<file path="src/rtl/instruction_decode_stage.sv">
// Decode stage: decodes the fetched word, reads the register file, detects
// RAW hazards against the EX and MEM in-flight writers (no forwarding),
// resolves J/BEQ redirects and loads the ID/EX pipeline register.
module instruction_decode_stage (
    input  logic        i_clk,
    input  logic        i_reset,
    input  logic [31:0] i_ins,
    input  logic [15:0] i_current_address,
    input  logic [31:0] i_rs_data,
    input  logic [31:0] i_rt_data,
    output logic [4:0]  o_rs_addr,
    output logic [4:0]  o_rt_addr,
    output logic        o_stall,
    output logic        o_stall_pm,
    output logic        o_pc_mux_sel,
    output logic [15:0] o_jmp_loc,
    output logic [31:0] o_ex_ins,
    output logic [15:0] o_ex_pc,
    output logic [31:0] o_ex_rs_data,
    output logic [31:0] o_ex_rt_data,
    output logic [31:0] o_ex_imm,
    output logic [4:0]  o_ex_dest,
    output logic        o_ex_reg_write,
    output logic        o_ex_mem_read,
    output logic        o_ex_mem_write
);
    localparam logic [5:0] OP_RTYPE = 6'b000000;
    localparam logic [5:0] OP_ADDI  = 6'b001000;
    localparam logic [5:0] OP_LW    = 6'b100011;
    localparam logic [5:0] OP_SW    = 6'b101011;
    localparam logic [5:0] OP_BEQ   = 6'b000100;
    localparam logic [5:0] OP_J     = 6'b000010;

    logic [5:0]  w_op;
    logic [4:0]  w_rs, w_rt, w_rd;
    logic        w_rd_rs, w_rd_rt, w_we, w_mr, w_mw, w_is_j, w_is_beq;
    logic [4:0]  w_dest;
    logic        w_stall, w_take;
    logic [15:0] w_br_tgt;

    logic [15:0] r_pc_q;
    logic        r_stall_pm;
    logic [31:0] r_ex_ins, r_ex_rs_data, r_ex_rt_data, r_ex_imm;
    logic [15:0] r_ex_pc;
    logic [4:0]  r_ex_dest, r_mem_dest;
    logic        r_ex_we, r_ex_mr, r_ex_mw, r_mem_we;

    assign w_op = i_ins[31:26];
    assign w_rs = i_ins[25:21];
    assign w_rt = i_ins[20:16];
    assign w_rd = i_ins[15:11];

    // Opcode decode: which sources are read and what the instruction writes
    always_comb begin
        w_rd_rs  = 1'b0;
        w_rd_rt  = 1'b0;
        w_dest   = 5'd0;
        w_we     = 1'b0;
        w_mr     = 1'b0;
        w_mw     = 1'b0;
        w_is_j   = 1'b0;
        w_is_beq = 1'b0;
        case (w_op)
            OP_RTYPE: begin
                w_rd_rs = 1'b1;
                w_rd_rt = 1'b1;
                w_dest  = w_rd;
                w_we    = (w_rd != 5'd0);
            end
            OP_ADDI: begin
                w_rd_rs = 1'b1;
                w_dest  = w_rt;
                w_we    = 1'b1;
            end
            OP_LW: begin
                w_rd_rs = 1'b1;
                w_dest  = w_rt;
                w_we    = 1'b1;
                w_mr    = 1'b1;
            end
            OP_SW: begin
                w_rd_rs = 1'b1;
                w_rd_rt = 1'b1;
                w_mw    = 1'b1;
            end
            OP_BEQ: begin
                w_rd_rs  = 1'b1;
                w_rd_rt  = 1'b1;
                w_is_beq = 1'b1;
            end
            OP_J:    w_is_j = 1'b1;
            default: ;
        endcase
    end

    // A source conflicts if it is a real register pending a write in EX or MEM
    function automatic logic src_hit(input logic [4:0] a, input logic en,
                                     input logic [4:0] ex_d, input logic ex_w,
                                     input logic [4:0] mem_d, input logic mem_w);
        return en && (a != 5'd0) &&
               ((ex_w && (a == ex_d)) || (mem_w && (a == mem_d)));
    endfunction

    assign w_stall = i_reset &&
        (src_hit(w_rs, w_rd_rs, r_ex_dest, r_ex_we, r_mem_dest, r_mem_we) ||
         src_hit(w_rt, w_rd_rt, r_ex_dest, r_ex_we, r_mem_dest, r_mem_we));

    // Redirect only once the instruction is free to leave decode
    assign w_br_tgt = r_pc_q + 16'd1 + i_ins[15:0];
    assign w_take   = i_reset && !w_stall &&
                      (w_is_j || (w_is_beq && (i_rs_data == i_rt_data)));

    assign o_rs_addr    = w_rs;
    assign o_rt_addr    = w_rt;
    assign o_stall      = w_stall;
    assign o_pc_mux_sel = w_take;
    assign o_jmp_loc    = !w_take ? 16'd0 : (w_is_j ? i_ins[15:0] : w_br_tgt);

    // PC tracking, stall replay flag, MEM tracker and ID/EX register
    always_ff @(posedge i_clk) begin
        if (!i_reset) begin
            r_pc_q       <= '0;
            r_stall_pm   <= 1'b0;
            r_ex_ins     <= '0;
            r_ex_pc      <= '0;
            r_ex_rs_data <= '0;
            r_ex_rt_data <= '0;
            r_ex_imm     <= '0;
            r_ex_dest    <= '0;
            r_ex_we      <= 1'b0;
            r_ex_mr      <= 1'b0;
            r_ex_mw      <= 1'b0;
            r_mem_dest   <= '0;
            r_mem_we     <= 1'b0;
        end else begin
            r_stall_pm <= w_stall;
            r_mem_dest <= r_ex_dest;
            r_mem_we   <= r_ex_we;
            if (!w_stall) r_pc_q <= i_current_address;
            if (w_stall) begin
                r_ex_ins     <= '0;
                r_ex_pc      <= '0;
                r_ex_rs_data <= '0;
                r_ex_rt_data <= '0;
                r_ex_imm     <= '0;
                r_ex_dest    <= '0;
                r_ex_we      <= 1'b0;
                r_ex_mr      <= 1'b0;
                r_ex_mw      <= 1'b0;
            end else begin
                r_ex_ins     <= i_ins;
                r_ex_pc      <= r_pc_q;
                r_ex_rs_data <= i_rs_data;
                r_ex_rt_data <= i_rt_data;
                r_ex_imm     <= {{16{i_ins[15]}}, i_ins[15:0]};
                r_ex_dest    <= w_dest;
                r_ex_we      <= w_we;
                r_ex_mr      <= w_mr;
                r_ex_mw      <= w_mw;
            end
        end
    end

    assign o_stall_pm     = r_stall_pm;
    assign o_ex_ins       = r_ex_ins;
    assign o_ex_pc        = r_ex_pc;
    assign o_ex_rs_data   = r_ex_rs_data;
    assign o_ex_rt_data   = r_ex_rt_data;
    assign o_ex_imm       = r_ex_imm;
    assign o_ex_dest      = r_ex_dest;
    assign o_ex_reg_write = r_ex_we;
    assign o_ex_mem_read  = r_ex_mr;
    assign o_ex_mem_write = r_ex_mw;
endmodule
</file>
<file path="config.mk">
export PLATFORM = sky130hd
export DESIGN_NAME = instruction_decode_stage
export DESIGN_NICKNAME = d
export VERILOG_FILES = /design/src/rtl/instruction_decode_stage.sv
export SDC_FILE = /design/constraint.sdc
export NUM_CORES = 1
export LEC_CHECK = 0
export ABC_AREA = 1
export BUFFER_PORTS_ARGS = -buffer_cell sky130_fd_sc_hd__buf_4
export CORE_UTILIZATION = 40
export CTS_CLUSTER_SIZE = 25
export DETAILED_ROUTE_END_ITERATION = 8
export GPL_ROUTABILITY_DRIVEN = 0
export HOLD_SLACK_MARGIN = 0.03
export PLACE_DENSITY = 0.7
export SLEW_MARGIN = 5
export SYNTH_ARGS = -nofsm -noshare
export SYNTH_HDL_FRONTEND = slang
export SYNTH_SLANG_ARGS = --single-unit
</file>
<file path="constraint.sdc">
create_clock -name i_clk -period 2.8 [get_ports i_clk]
set_input_delay 0.28 -clock i_clk [delete_from_list [all_inputs] [get_ports i_clk]]
set_output_delay 0.28 -clock i_clk [all_outputs]
set_load 0.005 [all_outputs]
</file>
==> metrics, run 1 <==
final worst-path cycle share 95.68%; Area contributors post-synth dfxtp_1, nand2_1, nor2_1, inv_1, buf_4; vias per cell 4.454; area leader, netlist dfxtp_1; crit path from r_pc_q[0]; capture point of the worst path o_jmp_loc[12]; Critical Path Sink Type primary output; simple-gate share of the synthesized area 28.26%; Worst Max-Slew Pin Slew 0.6444 ns; R2R Setup Slk 0.77 ns; Yosys reg bits 143; Setup Viol. Count Final 0; worst path arrival time 2.40 ns; worst min path class input pin to flip-flop; cell area after synthesis 0.006375 mm2; Final Hold Vio Count 0; startpoint type of the worst setup path flip-flop; Num CTS Buffers 17; DR DRC count 0; PwrDens 584.7 mW/mm2; Final Max Tran Viols 0; max-cap violations 0; FMAX 373.3 MHz; top cell type's share of synthesized area 44.91%; WL per Instance 13.39 um; Die X-Extent 128.2 um; vias in the first global route 5719; mean post-synth cell area 7.075 um2; initial antenna violation count 0; Combinational Power Share 14.4%; Synth Warn # 0; Switching Power 1.320 mW; sequential power share 40.8%; XOR/XNOR Fraction of Synth Area 2.885%; H-tree depth 4; layout cells sized above 1 29.92%; Reg clk slew, reported paths 0.06 ns; area grow syn2layout 43.06%; buffer levels on the longest clock path 2; Switching Share 24.76%; fillers 1446; Reg2Reg Depth 12; Mapped Cells 901; setup TNS 0 ns; diode count 0; combinational family with the most area after synthesis simple AND/OR/NAND/NOR gates; drt first pass iters 6; IO buf count 294; global route total overflow 0; hpwl dp 14.14 mm; gr usage total 22.74%; Max rail drop VDD 0.3965 mV; hold depth 3; CORE AREA 0.01537 mm2; status complete, no violations; Layout Nets 1290; multi-input logic area 0.002515 mm2; post-synthesis sequential area ratio 44.91%; R2R Path End o_ex_rt_data[16]; CP max FO 3; FF/Latch Area 0.002864 mm2; pin count of the biggest net entering global routing 85; post-synth cell types 29; adder-cell share of the synthesized area 3.258%; CTS root buf clkbuf_16; Util after Layout 59.33%; via count 6165; num ports 295; 1st-iter DRT viols 311; Synth Area in Compound Gates 4.416%; Clk pwr share 44.8%; Worst Setup Path Type flip-flop to primary output; minimum clock period 2.679 ns; post-synthesis mux area share 0%; Routed WL 18.54 mm; Synth Net Count 1031; clk_skew 0.009006 ns; RR Startpoint o_ex_dest[2]; leakage dissipation 5.023 nW; FP Rows 45; Initial Util 41.47%; TritonCTS clock tree done; Die ar. 0.01645 mm2; # clock sinks 143; slew margin rel. 56.98%; first-pass GRT wire length 28.45 mm; data required time of the critical path 2.52 ns; worst-skew pair later-pin latency 0.42 ns; Vert. Die Dim 128.2 um; P_int 4.012 mW; antenna viol nets, final 0; hold_buf cts 0
-- metal layers --
metal,track usage (%),routed length [um]
met5,0,0
met4,11.14,653
met2,38.73,8942
met1,26.09,7605
met3,6.427,1333
-- cells in the mapped netlist, drive strengths merged --
cell	n
clkbuf	2
a22oi	5
dfxtp	143
nor3	7
and3	1
a21oi	20
o21a	1
fa	1
inv	154
xor2	9
a31oi	1
xnor2	12
nand3	36
o21ai	19
buf	59
nand2	209
nor2	194
nand4	6
a21o	3
ha	15
nand3b	1
clkinv	1
o22ai	2
-- critical path: stages, from the launching register on --
cell and delay, ns:
dfxtp_2 0.34, inv_2 0.05, ha_4 0.16, fa_2 0.37, inv_2 0.08, nand2_2 0.07, o21ai_4 0.19, buf_6 0.13
nand4_1 0.10, nand3_1 0.11, nand2_1 0.05, nand3_1 0.07, nand2_1 0.05, nor2_1 0.09, buf_4 0.12
-- repair_timing --
item,4_1_cts,5_1_grt
endpoints found under the setup margin,5,9
buffers inserted,0,1
pin swaps,0,3
gates resized for setup,3,12
-- cell families after synthesis --
kind of cell,count (synthesis)
flops,143
xor+xnor,21
simple gates,454
fa+ha+maj,16
compound gates,51
buf+inv,216
-- cell type report --
class                      count  share of cell area, %
clock buffer                  19                  4.747
multi-input combinational    542                  27.58
inverter                     155                  6.393
sequential                   143                  31.40
timing repair buffer         301                  24.96
clock inverter                13                  2.030
tap                          211                  2.895
-- sequential cells by signal, summed over array words and instances, names as in the netlist --
| name | count |
|---|---|
| o_stall_pm | 1 |
| o_ex_pc | 16 |
| r_mem_we | 1 |
| o_ex_mem_read | 1 |
| o_ex_mem_write | 1 |
| o_ex_reg_write | 1 |
| o_ex_rs_data | 32 |
| o_ex_ins | 32 |
| o_ex_rt_data | 32 |
| r_mem_dest | 5 |
| o_ex_dest | 5 |
| r_pc_q | 16 |
-- how the worst min path moves through the flow --
stage / from / end / slack (ns)
global placement: r_pc_q[0] / r_pc_q[0] / 0.43
floorplan: i_reset / r_mem_dest[0] / 0.37
CTS: i_current_address[3] / r_pc_q[3] / 0.03
global route: i_current_address[7] / r_pc_q[7] / 0.04
finish: i_current_address[3] / r_pc_q[3] / 0.05
detailed placement: r_pc_q[6] / o_ex_pc[6] / 0.45
-- power by group through the flow --
| stage | Clock (mW) | Sequential, mW | Combinational (mW) |
|---|---|---|---|
| finish | 2.39 | 2.18 | 0.770 |
| global route | 2.54 | 2.18 | 0.856 |
| floorplan | 0 | 2.22 | 0.376 |
| detailed placement | 0 | 2.22 | 0.753 |
| CTS | 2.43 | 2.18 | 0.761 |
| global placement | 0 | 2.22 | 0.746 |
-- cells in the final DEF, fill, tap and decap left out, types with 2 or more instances in the layout --
| master | netlist | final |
|---|---|---|
| buf_4 | 51 | 299 |
| clkbuf_16 | 0 | 17 |
| inv_6 | 0 | 2 |
| clkbuf_1 | 2 | 2 |
| xnor2_1 | 12 | 12 |
| a21oi_1 | 20 | 19 |
| inv_2 | 5 | 6 |
| nand2_1 | 207 | 205 |
| clkinv_4 | 0 | 2 |
| ha_1 | 15 | 14 |
| o22ai_1 | 2 | 2 |
| nor2_4 | 2 | 2 |
| bufinv_16 | 0 | 4 |
| clkinvlp_4 | 0 | 2 |
| a21o_1 | 3 | 3 |
| nand4_1 | 6 | 6 |
| a22oi_1 | 5 | 5 |
| dfxtp_1 | 143 | 142 |
| nand3_1 | 36 | 35 |
| nor3_1 | 7 | 7 |
| o21ai_0 | 19 | 17 |
| nor2_1 | 191 | 191 |
| inv_1 | 149 | 147 |
| clkinv_2 | 0 | 4 |
| xor2_1 | 9 | 9 |
| nand2_2 | 2 | 4 |
-- per-stage QoR --
| step | setup WS (ns) | instances | hold slack (ns) | cell area (um2) | power [mW] |
|---|---|---|---|---|---|
| after floorplan | 0.5744 | 901 | 0.3735 | 6375 | 2.598 |
| after global placement | 0.3175 | 1351 | 0.4310 | 8449 | 2.965 |
| after detailed placement | 0.2773 | 1351 | 0.4454 | 8449 | 2.973 |
| after CTS | 0.05781 | 1383 | 0.03362 | 9074 | 5.368 |
| after global routing | -0.001567 | 1384 | 0.04164 | 9120 | 5.578 |
| final | 0.1210 | 1384 | 0.04814 | 9120 | 5.333 |
Note: power is estimated with default switching activity, not from simulation.
==> inputs of run 2 (changes only) <==
CORE_UTILIZATION = 35   (was 40)
PLACE_DENSITY = default   (was 0.7)
==> metrics, run 2 (same netlist as run 1, synthesis figures left out) <==
status complete, no violations; RSZ-0062 raised after global routing true; minimum clock period 2.660 ns; Final Max Tran Viols 0; FF/Latch Area 0.002863 mm2; FMAX 375.9 MHz; startpoint type of the worst setup path flip-flop; IO buf count 294; worst path arrival time 2.38 ns; pin count of the biggest net entering global routing 35; area grow syn2layout 42.90%; final worst-path cycle share 95.01%; worst-skew pair later-pin latency 0.42 ns; Die ar. 0.01876 mm2; global route total overflow 0; Util after Layout 51.95%; PwrDens 565.6 mW/mm2; diode count 0; Worst Max-Slew Pin Slew 0.5580 ns; via count 6027; non-filler cells, final 1400; first-pass GRT wire length 28.81 mm; DR DRC count 0; Final Hold Vio Count 0; Final Instance Area 0.009110 mm2; initial antenna violation count 0; vias in the first global route 5625; CORE AREA 0.01754 mm2; worst min path class input pin to flip-flop; Num CTS Buffers 17; slew margin rel. 62.57%; hold_ws 0.05501 ns; gr usage total 20.48%; CTS root buf clkbuf_16; Layout Nets 1292; multi-input logic area 0.002491 mm2; Max rail drop VDD 0.4241 mV; FP Rows 48; antenna viol nets, final 0; highest-count cells in the layout ignoring fill and taps buf_4, nand2_1, nor2_1; vias per cell 4.305; Routed WL 18.85 mm; hold_buf cts 0; clk_skew 0.005435 ns; max-cap violations 0; Worst Setup Path Type flip-flop to primary output; fillers 1785; Die X-Extent 137.0 um; Critical Path Sink Type primary output; 1st-iter DRT viols 277; setup TNS 0 ns; H-tree depth 4; # clock sinks 143; Initial Util 36.35%; data required time of the critical path 2.52 ns; hpwl dp 14.86 mm; CP max FO 4; Reg clk slew, reported paths 0.06 ns; Placement Cell Area 0.008508 mm2; Setup Viol. Count Final 0; drt first pass iters 4; commonest non-fill, non-tap cell in the layout buf_4; buffer levels on the longest clock path 2; num ports 295; leakage dissipation 5.014 nW; WL per Instance 13.47 um; TritonCTS clock tree done; Vert. Die Dim 137.0 um; R2R Setup Slk 0.85 ns; dpl cells 1367; layout cells sized above 1 29.45%
-- run 2: cell types whose count changed in the layout (fill, tap and decap cells not counted), sizes merged --
cell    previous run  this run
clkinv             7         4
bufinv             4         2
buf              301       303
clkbuf            19        24
-- run 2: per-stage QoR --
step / total power, mW / setup WS [ns]
detailed placement: 2.980 / 0.3388
global placement: 2.975 / 0.3611
global route: 5.407 / -0.01862
CTS: 5.211 / 0.001123
finish: 5.152 / 0.1397
floorplan: 2.598 / 0.5744
-- run 2: timing repair --
item                       4_1_cts  5_1_grt
setup buffers                    0        1
resized for setup                2        6
setup endpoints to repair        1        6
pin swaps                        0        2
-- run 2: worst max-delay path: stages (launching register included) --
cell	delay, ns
dfxtp_1	0.33
inv_1	0.06
ha_2	0.18
fa_2	0.35
inv_2	0.07
nand2_1	0.06
o21ai_1	0.12
buf_4	0.14
nand4_1	0.11
nand3_1	0.12
nand2_1	0.05
nand3_1	0.07
nand2_1	0.06
nor2_1	0.12
buf_4	0.12
-- run 2: final timing paths --
check,start,to,cells after the start
setup / recovery,r_pc_q[0],o_jmp_loc[12],14
setup reg to reg,o_ex_dest[2],o_ex_ins[19],11
hold reg to reg,r_pc_q[9],o_ex_pc[9],2
hold / removal,i_current_address[2],r_pc_q[2],3
-- run 2: power breakdown --
part	switching [mW]	internal, mW
clock network	0.851	1.36
registers	0.0400	2.13
logic	0.377	0.388
-- run 2: final cells by class --
class	count	area share [%]
clock buffer	24	5.178
clock inverter	8	1.167
inverter	155	6.414
multi-input combinational	542	27.35
sequential	143	31.42
tap	225	3.090
timing repair buffer	303	25.38
-- run 2: layer usage --
layer	wire [um]	vias to the layer above	GRT usage, %
met2	9106	188	35.04
li1	-	3168	-
met1	7963	2644	23.96
met4	446	0	8.547
met3	1336	27	5.593
met5	0	-	0
==> inputs of run 3 (changes only) <==
ABC_AREA = 0   (was 1)
CAP_MARGIN = 30   (was default)
CORE_ASPECT_RATIO = 1.75   (was default)
==> metrics, run 3 <==
status complete, no violations; Vert. Die Dim 176.7 um; most frequent cells after synthesis dfxtp_1, and3_1, xnor2_1, buf_4, nor2_1; asr flop ratio synth 0%; worst-skew pair later-pin latency 0.42 ns; worst min path class input pin to flip-flop; hpwl dp 14.79 mm; via count 5384; area leader, netlist dfxtp_1; Mapped Cells 638; number of synthesized flops with an enable pin 0; post-synth cell types 46; num ports 295; vias in the first global route 5336; top-count cell post-synth dfxtp_1; CTS root buf clkbuf_16; Num CTS Buffers 17; DR DRC count 0; Area contributors post-synth dfxtp_1, and3_1, xnor2_1, buf_4, ha_1; buffer levels on the longest clock path 2; final worst-path cycle share 98.09%; Reg2Reg Depth 7; CORE AREA 0.01703 mm2; slew margin rel. 52.00%; Final Hold Vio Count 0; data required time of the critical path 2.52 ns; pin count of the biggest net entering global routing 132; total power 5.325 mW; # clock sinks 143; minimum clock period 2.747 ns; Yosys reg bits 143; clk_skew 0.009969 ns; WL per Instance 17.70 um; worst path arrival time 2.47 ns; initial antenna violation count 0; Reg clk slew, reported paths 0.06 ns; prevailing post-synth register cell dfxtp_1; diode count 0; Metal-1 WL 6.838 mm; drt first pass iters 4; Worst Max-Slew Pin Slew 0.7145 ns; slowest stage delay, CP 0.35 ns; PwrDens 586.4 mW/mm2; fin worst setup slack 0.05341 ns; WP buf/inv 2; Die X-Extent 101.8 um; cell area after synthesis 0.006105 mm2; leakage dissipation 4.422 nW; RSZ-0062 raised after global routing true; first-pass GRT wire length 29.44 mm; vias per cell 4.782; fillers 1619; Worst Setup Path Type flip-flop to primary output; global route total overflow 0; met3 WL 1.277 mm; Final Max Tran Viols 0; family with the most delay on the worst path compound AO/OA/AOI/OAI gates; Critical Path Sink Type primary output; IO buf count 294; top cell type's share of synthesized area 46.89%; metal2 WL 11.27 mm; CP max FO 3; startpoint type of the worst setup path flip-flop; crit path cell chain inv_2 -> ha_4 -> fa_2 -> nor2b_2 -> o21ai_2 -> a21o_1 -> a21o_1 -> o21ai_2 -> mux2i_1 -> nor3_2 -> buf_4; TritonCTS clock tree done; Layout Nets 1018; FMAX 364.1 MHz; highest-count cells in the layout ignoring fill and taps buf_4, dfxtp_1, and3_1; H-tree depth 4; Die ar. 0.01800 mm2; Max rail drop VDD 0.3597 mV; Synth Net Count 768; layout cells sized above 1 42.16%; CP max-delay cell fa_2; antenna viol nets, final 0; 1st-iter DRT viols 168; Initial Util 35.85%; commonest non-fill, non-tap cell in the layout buf_4; gr usage total 22.00%; area grow syn2layout 48.76%; Synth Warn # 0; Routed WL 19.94 mm; hold_buf cts 0; FP Rows 63; hold depth 2; DP Worst Slack 0.1519 ns; max-cap violations 0; post-synthesis sequential area ratio 46.89%; Setup Viol. Count Final 0; critical path depth 11; highest routed layer met4; mean post-synth cell area 9.568 um2
## run 3: cell type report
cell class              count  area [um2]  share of cell area, %
multi-input cells         411        2955                  32.54
flip-flops and latches    143        2874                  31.65
repair buffers            307        2330                  25.65
clock buffers              19       442.9                  4.877
well taps                 227       284.0                  3.128
clock inverters            11       165.2                  1.819
inverters                   8       30.03                 0.3307
## run 3: what timing repair did
action,4_1_cts,5_1_grt
setup endpoints to repair,8,10
pin swaps,6,14
gates resized for setup,17,30
endpoints found under the hold margin,0,0
buffers inserted,1,5
## run 3: worst reg2reg max path, cell delays in order (launching register included)
cell and delay, ns:
dfxtp_1 0.40, xnor2_1 0.09, nand4_1 0.12, o22ai_1 0.15
a32oi_4 0.30, buf_12 0.42, mux2i_1 0.36, nor2b_1 0.06
## run 3: where the power goes
group | switching (mW) | internal (mW)
logic | 0.352 | 0.447
registers | 0.0434 | 2.13
clock network | 0.848 | 1.50
## run 3: worst paths after layout
| path | start | endpoint | slack, ns |
|---|---|---|---|
| max reg2reg | o_ex_dest[0] | r_pc_q[3] | 0.80 |
| min reg2reg | r_pc_q[10] | o_ex_pc[10] | 0.51 |
| max | r_pc_q[0] | o_jmp_loc[14] | 0.05 |
| min | i_ins[29] | o_ex_mem_read | 0.07 |
## run 3: cell families after synthesis
family / Yosys count / share of synthesized area (%)
AOI/OAI and AO/OA: 68 / 7.645
xor gates and xnor gates: 58 / 8.321
adders and majority gates: 16 / 3.402
buffers and inverters: 84 / 8.137
DFF: 143 / 46.89
muxes: 15 / 2.459
and+or+nand+nor: 254 / 23.14
## run 3: metal layers
| layer | up-vias | global-route usage [%] |
|---|---|---|
| met4 | 0 | 8.750 |
| met5 | - | 0 |
| met3 | 26 | 5.648 |
| met1 | 2508 | 21.18 |
| met2 | 198 | 42.96 |
| li1 | 2652 | - |
## run 3: per-stage QoR
| step | hold slack (ns) | instances | util [%] | cell area [um2] | TNS, ns |
|---|---|---|---|---|---|
| finish | 0.07427 | 1126 | 53.34 | 9081 | 0 |
| global route | 0.06157 | 1126 | 53.34 | 9081 | -0.2863 |
| CTS | 0.05276 | 1121 | 52.29 | 8904 | -0.007990 |
| detailed placement | 0.4700 | 1090 | 48.31 | 8225 | 0 |
| global placement | 0.4604 | 1090 | 48.31 | 8225 | 0 |
| floorplan | 0.3568 | 638 | - | 6105 | 0 |
